===== src/rtl/booth_result_accum_if.sv =====
// Bus bundle between the Booth multiplier, the result accumulator and the
// downstream consumer of burst sums.
//   slave  : the accumulator (takes products, presents burst sums)
//   master : the environment (drives products, accepts burst sums)
interface booth_result_accum_if #(
   parameter int N     = 16,
   parameter int ACC_W = 40,
   parameter int BURST = 4
);
   localparam int CW = $clog2(BURST + 1);

   logic [2*N-1:0]   prod;
   logic             done;
   logic             clr;
   logic [ACC_W-1:0] out_data;
   logic             out_valid;
   logic             out_ready;
   logic [CW-1:0]    cnt_o;
   logic             overrun;
   logic             ovf;

   modport slave (
      input  prod, done, clr, out_ready,
      output out_data, out_valid, cnt_o, overrun, ovf
   );

   modport master (
      output prod, done, clr, out_ready,
      input  out_data, out_valid, cnt_o, overrun, ovf
   );
endinterface


===== src/rtl/booth_result_accum.sv =====
// Burst accumulator behind the radix-2 Booth multiplier.
// Captures one product per rising edge of the multiplier's done flag, sums
// BURST products into a signed ACC_W accumulator and presents the sum on a
// valid/ready handshake. Flags dropped products (overrun) and signed
// overflow (ovf); both are sticky until reset or clr.
//
// Build option: BOOTH_ACC_SAT_EN
//   undefined : accumulator wraps modulo 2^ACC_W, ovf still flags
//   defined   : accumulator saturates to the signed limits, ovf flags
//
// state  | meaning
// -------+-----------------------------------------------------------
// ACCUM  | collecting products, out_valid=0
// HOLD   | burst complete, out_data frozen, out_valid=1 until accepted
module booth_result_accum #(
   parameter int N     = 16,
   parameter int ACC_W = 40,
   parameter int BURST = 4
) (
   input  logic clk,
   input  logic reset,
   booth_result_accum_if.slave bus
);

   localparam int CW = $clog2(BURST + 1);

   localparam logic [0:0] S_ACCUM = 1'b0;
   localparam logic [0:0] S_HOLD  = 1'b1;

   localparam logic [CW-1:0]    CNT_ONE   = CW'(1);
   localparam logic [CW-1:0]    CNT_BURST = CW'(BURST);
   localparam logic [ACC_W-1:0] ACC_MAX   = {1'b0, {(ACC_W-1){1'b1}}};
   localparam logic [ACC_W-1:0] ACC_MIN   = {1'b1, {(ACC_W-1){1'b0}}};

   logic             done_q;
   logic [ACC_W-1:0] acc_q,     acc_d;
   logic [CW-1:0]    cnt_q,     cnt_d;
   logic [0:0]       state_q,   state_d;
   logic             overrun_q, overrun_d;
   logic             ovf_q,     ovf_d;

   logic             cap;
   logic             handshake;
   logic [ACC_W-1:0] prod_ext;
   logic [ACC_W-1:0] sum_raw;
   logic             sum_ovf;
   logic [ACC_W-1:0] sum_res;

   // A held done level produces only one capture; done_q is the previous level.
   always_comb begin
      cap       = bus.done & ~done_q;
      handshake = (state_q == S_HOLD) & bus.out_ready;
   end

   // Sign-extended add with two's complement overflow detection and optional clamp.
   always_comb begin
      prod_ext = {{(ACC_W-2*N){bus.prod[2*N-1]}}, bus.prod};
      sum_raw  = acc_q + prod_ext;
      sum_ovf  = (acc_q[ACC_W-1] == prod_ext[ACC_W-1]) &&
                 (sum_raw[ACC_W-1] != acc_q[ACC_W-1]);
`ifdef BOOTH_ACC_SAT_EN
      if (sum_ovf) begin
         sum_res = acc_q[ACC_W-1] ? ACC_MIN : ACC_MAX;
      end else begin
         sum_res = sum_raw;
      end
`else
      sum_res = sum_raw;
`endif
   end

   // Next-state logic; priority is clr, then handshake, then capture.
   always_comb begin
      acc_d     = acc_q;
      cnt_d     = cnt_q;
      state_d   = state_q;
      overrun_d = overrun_q;
      ovf_d     = ovf_q;

      if (bus.clr) begin
         acc_d     = '0;
         cnt_d     = '0;
         state_d   = S_ACCUM;
         overrun_d = 1'b0;
         ovf_d     = 1'b0;
      end else if (state_q == S_HOLD) begin
         if (handshake) begin
            if (cap) begin
               // The new product starts the next burst; it cannot overflow
               // because ACC_W exceeds the product width.
               acc_d   = prod_ext;
               cnt_d   = CNT_ONE;
               state_d = (CNT_ONE == CNT_BURST) ? S_HOLD : S_ACCUM;
            end else begin
               acc_d   = '0;
               cnt_d   = '0;
               state_d = S_ACCUM;
            end
         end else if (cap) begin
            // Result still unconsumed: the product has nowhere to go.
            overrun_d = 1'b1;
         end
      end else begin
         if (cap) begin
            acc_d = sum_res;
            cnt_d = cnt_q + CNT_ONE;
            if (sum_ovf) begin
               ovf_d = 1'b1;
            end
            if ((cnt_q + CNT_ONE) == CNT_BURST) begin
               state_d = S_HOLD;
            end
         end
      end
   end

   // done_q tracks done every cycle, including while clr is asserted.
   always_ff @(posedge clk or negedge reset) begin
      if (!reset) begin
         done_q <= 1'b0;
      end else begin
         done_q <= bus.done;
      end
   end

   // Accumulator, burst counter, state and sticky flags.
   always_ff @(posedge clk or negedge reset) begin
      if (!reset) begin
         acc_q     <= '0;
         cnt_q     <= '0;
         state_q   <= S_ACCUM;
         overrun_q <= 1'b0;
         ovf_q     <= 1'b0;
      end else begin
         acc_q     <= acc_d;
         cnt_q     <= cnt_d;
         state_q   <= state_d;
         overrun_q <= overrun_d;
         ovf_q     <= ovf_d;
      end
   end

   // out_data is the accumulator itself; it is frozen while in HOLD.
   always_comb begin
      bus.out_data  = acc_q;
      bus.out_valid = (state_q == S_HOLD);
      bus.cnt_o     = cnt_q;
      bus.overrun   = overrun_q;
      bus.ovf       = ovf_q;
   end

endmodule

===== src/flat_wrapper.sv =====
// flat-port wrapper written by rule: the top's interface ports become plain ports
module booth_result_accum_flat 
#(
   parameter int N     = 16,
   parameter int ACC_W = 40,
   parameter int BURST = 4
)
  (clk, reset, bus_prod, bus_done, bus_clr, bus_out_ready, bus_out_data, bus_out_valid, bus_cnt_o, bus_overrun, bus_ovf);
  booth_result_accum_if #(.N(N), .ACC_W(ACC_W), .BURST(BURST)) bus_i ();
  input  logic clk;
  input  logic reset;
  input wire logic [$bits(bus_i.prod)-1:0] bus_prod;
  input wire logic [$bits(bus_i.done)-1:0] bus_done;
  input wire logic [$bits(bus_i.clr)-1:0] bus_clr;
  input wire logic [$bits(bus_i.out_ready)-1:0] bus_out_ready;
  output wire logic [$bits(bus_i.out_data)-1:0] bus_out_data;
  output wire logic [$bits(bus_i.out_valid)-1:0] bus_out_valid;
  output wire logic [$bits(bus_i.cnt_o)-1:0] bus_cnt_o;
  output wire logic [$bits(bus_i.overrun)-1:0] bus_overrun;
  output wire logic [$bits(bus_i.ovf)-1:0] bus_ovf;
  assign bus_i.prod = bus_prod;
  assign bus_i.done = bus_done;
  assign bus_i.clr = bus_clr;
  assign bus_i.out_ready = bus_out_ready;
  assign bus_out_data = bus_i.out_data;
  assign bus_out_valid = bus_i.out_valid;
  assign bus_cnt_o = bus_i.cnt_o;
  assign bus_overrun = bus_i.overrun;
  assign bus_ovf = bus_i.ovf;
  booth_result_accum #(.N(N), .ACC_W(ACC_W), .BURST(BURST)) u_core (.clk(clk), .reset(reset), .bus(bus_i));
endmodule

===== config.mk =====
export PLATFORM = sky130hd
export DESIGN_NAME = booth_result_accum_flat
export DESIGN_NICKNAME = d
export VERILOG_FILES = /design/src/rtl/booth_result_accum_if.sv /design/src/rtl/booth_result_accum.sv /design/src/flat_wrapper.sv
export SDC_FILE = /design/constraint.sdc
export NUM_CORES = 1
export LEC_CHECK = 0
export ABC_AREA = 1
export CAP_MARGIN = 20
export CORE_ASPECT_RATIO = 0.5
export CORE_MARGIN = 2
export CORE_UTILIZATION = 50
export CTS_CLUSTER_DIAMETER = 40
export DETAILED_ROUTE_END_ITERATION = 8
export PLACE_DENSITY = 0.78
export SLEW_MARGIN = 40
export SYNTH_ARGS = -nofsm -noshare
export SYNTH_HDL_FRONTEND = slang
export SYNTH_SLANG_ARGS = --single-unit

===== constraint.sdc =====
create_clock -name clk -period 1.92 [get_ports clk]
set_clock_uncertainty 0.15 [all_clocks]
set_input_delay 0.288 -clock clk [delete_from_list [all_inputs] [get_ports clk]]
set_output_delay 0.288 -clock clk [all_outputs]
set_load 0.05 [all_outputs]

==> reports/metrics.cfg <==
[outcome]
outcome = complete, but fails checks
violations = negative setup slack

[worst_hold_path]
min_to = u_core.bus.out_data[29]
min_from = bus_prod[29]
hold_path_class = in2reg
hold_depth = 5

[cts]
cts_num_sinks = 47
insertion_delay_ns = 0.31
cts-root-buf = clkbuf_16
cts_tree = yes
cts_made_buffers = 5
cts_htree_levels = 2
clk_pin_slew_ns = 0.08
cts.path.max_buffers = 2

[detailed_routing]
viasPerCell = 5.999
antenna_left = 0
wl_um = 26160
drt_iter0_markers = 862
dr.pass1.iters = 7
drc_errors = 0
vias = 7523
wl_per_cell_um = 20.86

[setup_path]
reg2regPathDepth = 12
timing.rr.start = u_core.bus.out_data[3]
worst-path-max-fanout = 5
critPathRequiredTime_ns = 1.97
ff2ff_setup_slack_ns = -0.46
cp-start-kind = flop
crit_arrival_ns = 2.43
r2r-end = u_core.bus.out_data[11]
critical_path_class = reg2reg
critPathCaptureType = flop

[synthesis]
synth.ff_latch_count = 47
netlist_area_um2 = 5246
synthTopCellsByArea = nand2_1 23%, dfrtp_1 22%, ha_1 9.8%
synth_top_area_share = 0.2297
synth-edff-count = 0
synth_top_area_cell = nand2_1
ys_types = 46
async_flop_share = 1.000
yosysSeqAreaShare = 0.2242
yosysMostFrequentCell = nand2_1
syn_area_per_cell_um2 = 6.093
synth-main-ff-cell = dfrtp_1
ys_warn_count = 0
synth_cells = 861
ys_top_cells_by_count = 321 x nand2_1, 117 x inv_1, 63 x a21oi_1
synth_nets = 940

[finish]
drive_gt1_frac = 0.5081
area_growth_pct = 73.57
num_antenna_cells = 0
num-nets-final = 1192
fill_cells = 475

[power]
peakVddDrop_uv = 907.4
p_sw_frac = 0.5300
p_int_mw = 6.328
switchingPower_mw = 7.135
seq_power_share = 0.129
pwr-share-comb = 0.787
powerDensity_nw_per_um2 = 1478
total_leakage_power_nw = 4.735
pwr-share-clk = 0.084
p_total_mw = 13.46

[place]
place.port_buffers = 82
hpwl_um = 15130
gp_congestion = 1.013

[floorplan]
num_rows = 26
dieArea_um2 = 11380
io_pins = 83
fp.dieH_um = 76.43
initial_utilization = 0.5136
die_w_um = 148.9
core_um2 = 10210

[timing]
fin_crit_sh = 1.238
min_period_ns = 2.378
maxSlewViolCount = 0
setup-violations-final = 40
fin_ws_ns = -0.4578
slew_headroom = 0.6159
fmax_mhz = 420.6
worstMarginPinSlew_ns = 0.5761
finalSetupTns_ns = -9.740
hold_viol = 0
rsz0062_at_grt = true

[grt]
grt_pass1_wl_um = 34160
first_global_vias = 6838
antenna_found_initial = 1
grt_max_degree = 35
grt_usage = 0.3794
overflow = 0

[flow_run]
maxCapViolations = 0

==> layout make-up <==
type | count | area (µm²) | area share
Clock buffer | 5 | 125.1 | 0.01374
Multi-Input combinational cell | 674 | 4959 | 0.5445
Sequential cell | 47 | 1225 | 0.1345
Inverter | 123 | 466.7 | 0.05125
Tap cell | 140 | 175.2 | 0.01924
Clock inverter | 3 | 47.55 | 0.005221
Timing Repair Buffer | 262 | 2108 | 0.2315
==> flip-flops by register name (all words and copies together), names as in the netlist <==
register and cells:
u_core.bus.cnt_o 3, u_core.bus.out_data 40, u_core.bus.out_valid 1, u_core.bus.overrun 1, u_core.bus.ovf 1, u_core.done_q 1
==> metal layers <==
layer / track usage / up-vias / routed length (µm)
met4: 0.1543 / 2 / 1910
met1: 0.4724 / 3461 / 9627
met2: 0.6611 / 610 / 11780
met5: 0 / - / 15
met3: 0.05569 / 205 / 2830
li1: - / 3245 / -
==> worst max-delay path: stages, from the launching register on <==
cell     delay, ns
dfrtp_2       0.43
ha_4          0.31
nand2_1       0.14
nor2_2        0.17
nand2_2       0.10
nand2_4       0.12
inv_1         0.06
o21ai_2       0.38
nand2_1       0.12
nand2_1       0.10
o21ai_1       0.07
nand2_1       0.08
nand2_1       0.05
==> layout by cell type (no fill, tap or decap), types with 4 or more instances in the layout <==
cell type | synthesis | routed
nor3_1 | 7 | 4
inv_2 | 3 | 26
dfrtp_1 | 47 | 8
nand2_2 | 22 | 66
nand2_1 | 321 | 234
clkdlybuf4s50_1 | 0 | 5
nor2_1 | 58 | 31
nand3_2 | 8 | 20
o21ai_0 | 26 | 11
inv_1 | 117 | 94
clkbuf_16 | 0 | 5
dfrtp_2 | 0 | 39
dlygate4sd2_1 | 0 | 28
nand2_4 | 0 | 43
o21ai_1 | 9 | 19
buf_12 | 0 | 4
nor3_2 | 2 | 5
buf_6 | 2 | 9
o21ai_2 | 0 | 5
buf_4 | 5 | 212
xor2_1 | 12 | 9
a21oi_1 | 63 | 38
ha_1 | 41 | 5
a21oi_2 | 2 | 20
nand3_4 | 0 | 8
o21bai_1 | 7 | 5
nor2_2 | 8 | 21
nor2_4 | 6 | 20
nand3_1 | 48 | 28
a21oi_4 | 1 | 8
ha_4 | 0 | 36
nand3b_1 | 4 | 4
==> stage by stage <==
step | area [µm²] | std cells | util | setup WS, ns | hold slack (ns)
CTS | 8661 | 1239 | 0.8479 | -0.1678 | 0.3201
floorplan | 5828 | 861 | - | -0.2251 | -0.1576
finish | 9106 | 1254 | 0.8915 | -0.4578 | 0.2447
global route | 9106 | 1254 | 0.8915 | -0.5369 | 0.2760
global placement | 7680 | 1202 | 0.7518 | -0.6291 | 0.1521
detailed placement | 7680 | 1202 | 0.7518 | -0.6894 | 0.1528
==> power by group through the flow <==
stage	logic [mW]	clock network, mW	registers, mW
2_1_floorplan	3.84	0	2.88
3_3_place_gp	7.83	0	1.71
3_5_place_dp	7.99	0	1.73
4_1_cts	9.21	1.09	1.72
5_1_grt	11.1	1.14	1.76
6_report	10.6	1.12	1.74
==> cell families after synthesis <==
kind of cell | share of synthesized area
xor+xnor | 0.02170
flops | 0.2242
simple gates | 0.4114
buf+inv | 0.1080
fa+ha+maj | 0.1016
compound gates | 0.1331
==> timing repair <==
item / CTS / global route
pin swaps: 92 / 77
hold endpoints to repair: 19 / 0
gates resized for setup: 207 / 93
hold buffers: 1 / 0
endpoints found under the setup margin: 36 / 39
setup buffers: 29 / 15
==> worst max-delay path by stage <==
| stage | cells after the start | start | slack [ns] | end |
|---|---|---|---|---|
| after floorplan | 15 | u_core.bus.out_data[0] | -0.23 | u_core.bus.out_data[32] |
| after global placement | 16 | bus_prod[0] | -0.63 | u_core.bus.out_data[32] |
| after detailed placement | 16 | bus_prod[0] | -0.69 | u_core.bus.out_data[32] |
| after CTS | 16 | u_core.bus.out_data[0] | -0.17 | u_core.bus.out_data[30] |
| after global routing | 15 | u_core.bus.out_data[3] | -0.54 | u_core.bus.out_data[26] |
| final | 12 | u_core.bus.out_data[3] | -0.46 | u_core.bus.out_data[11] |
No activity file was read; power rests on OpenSTA's default activity.
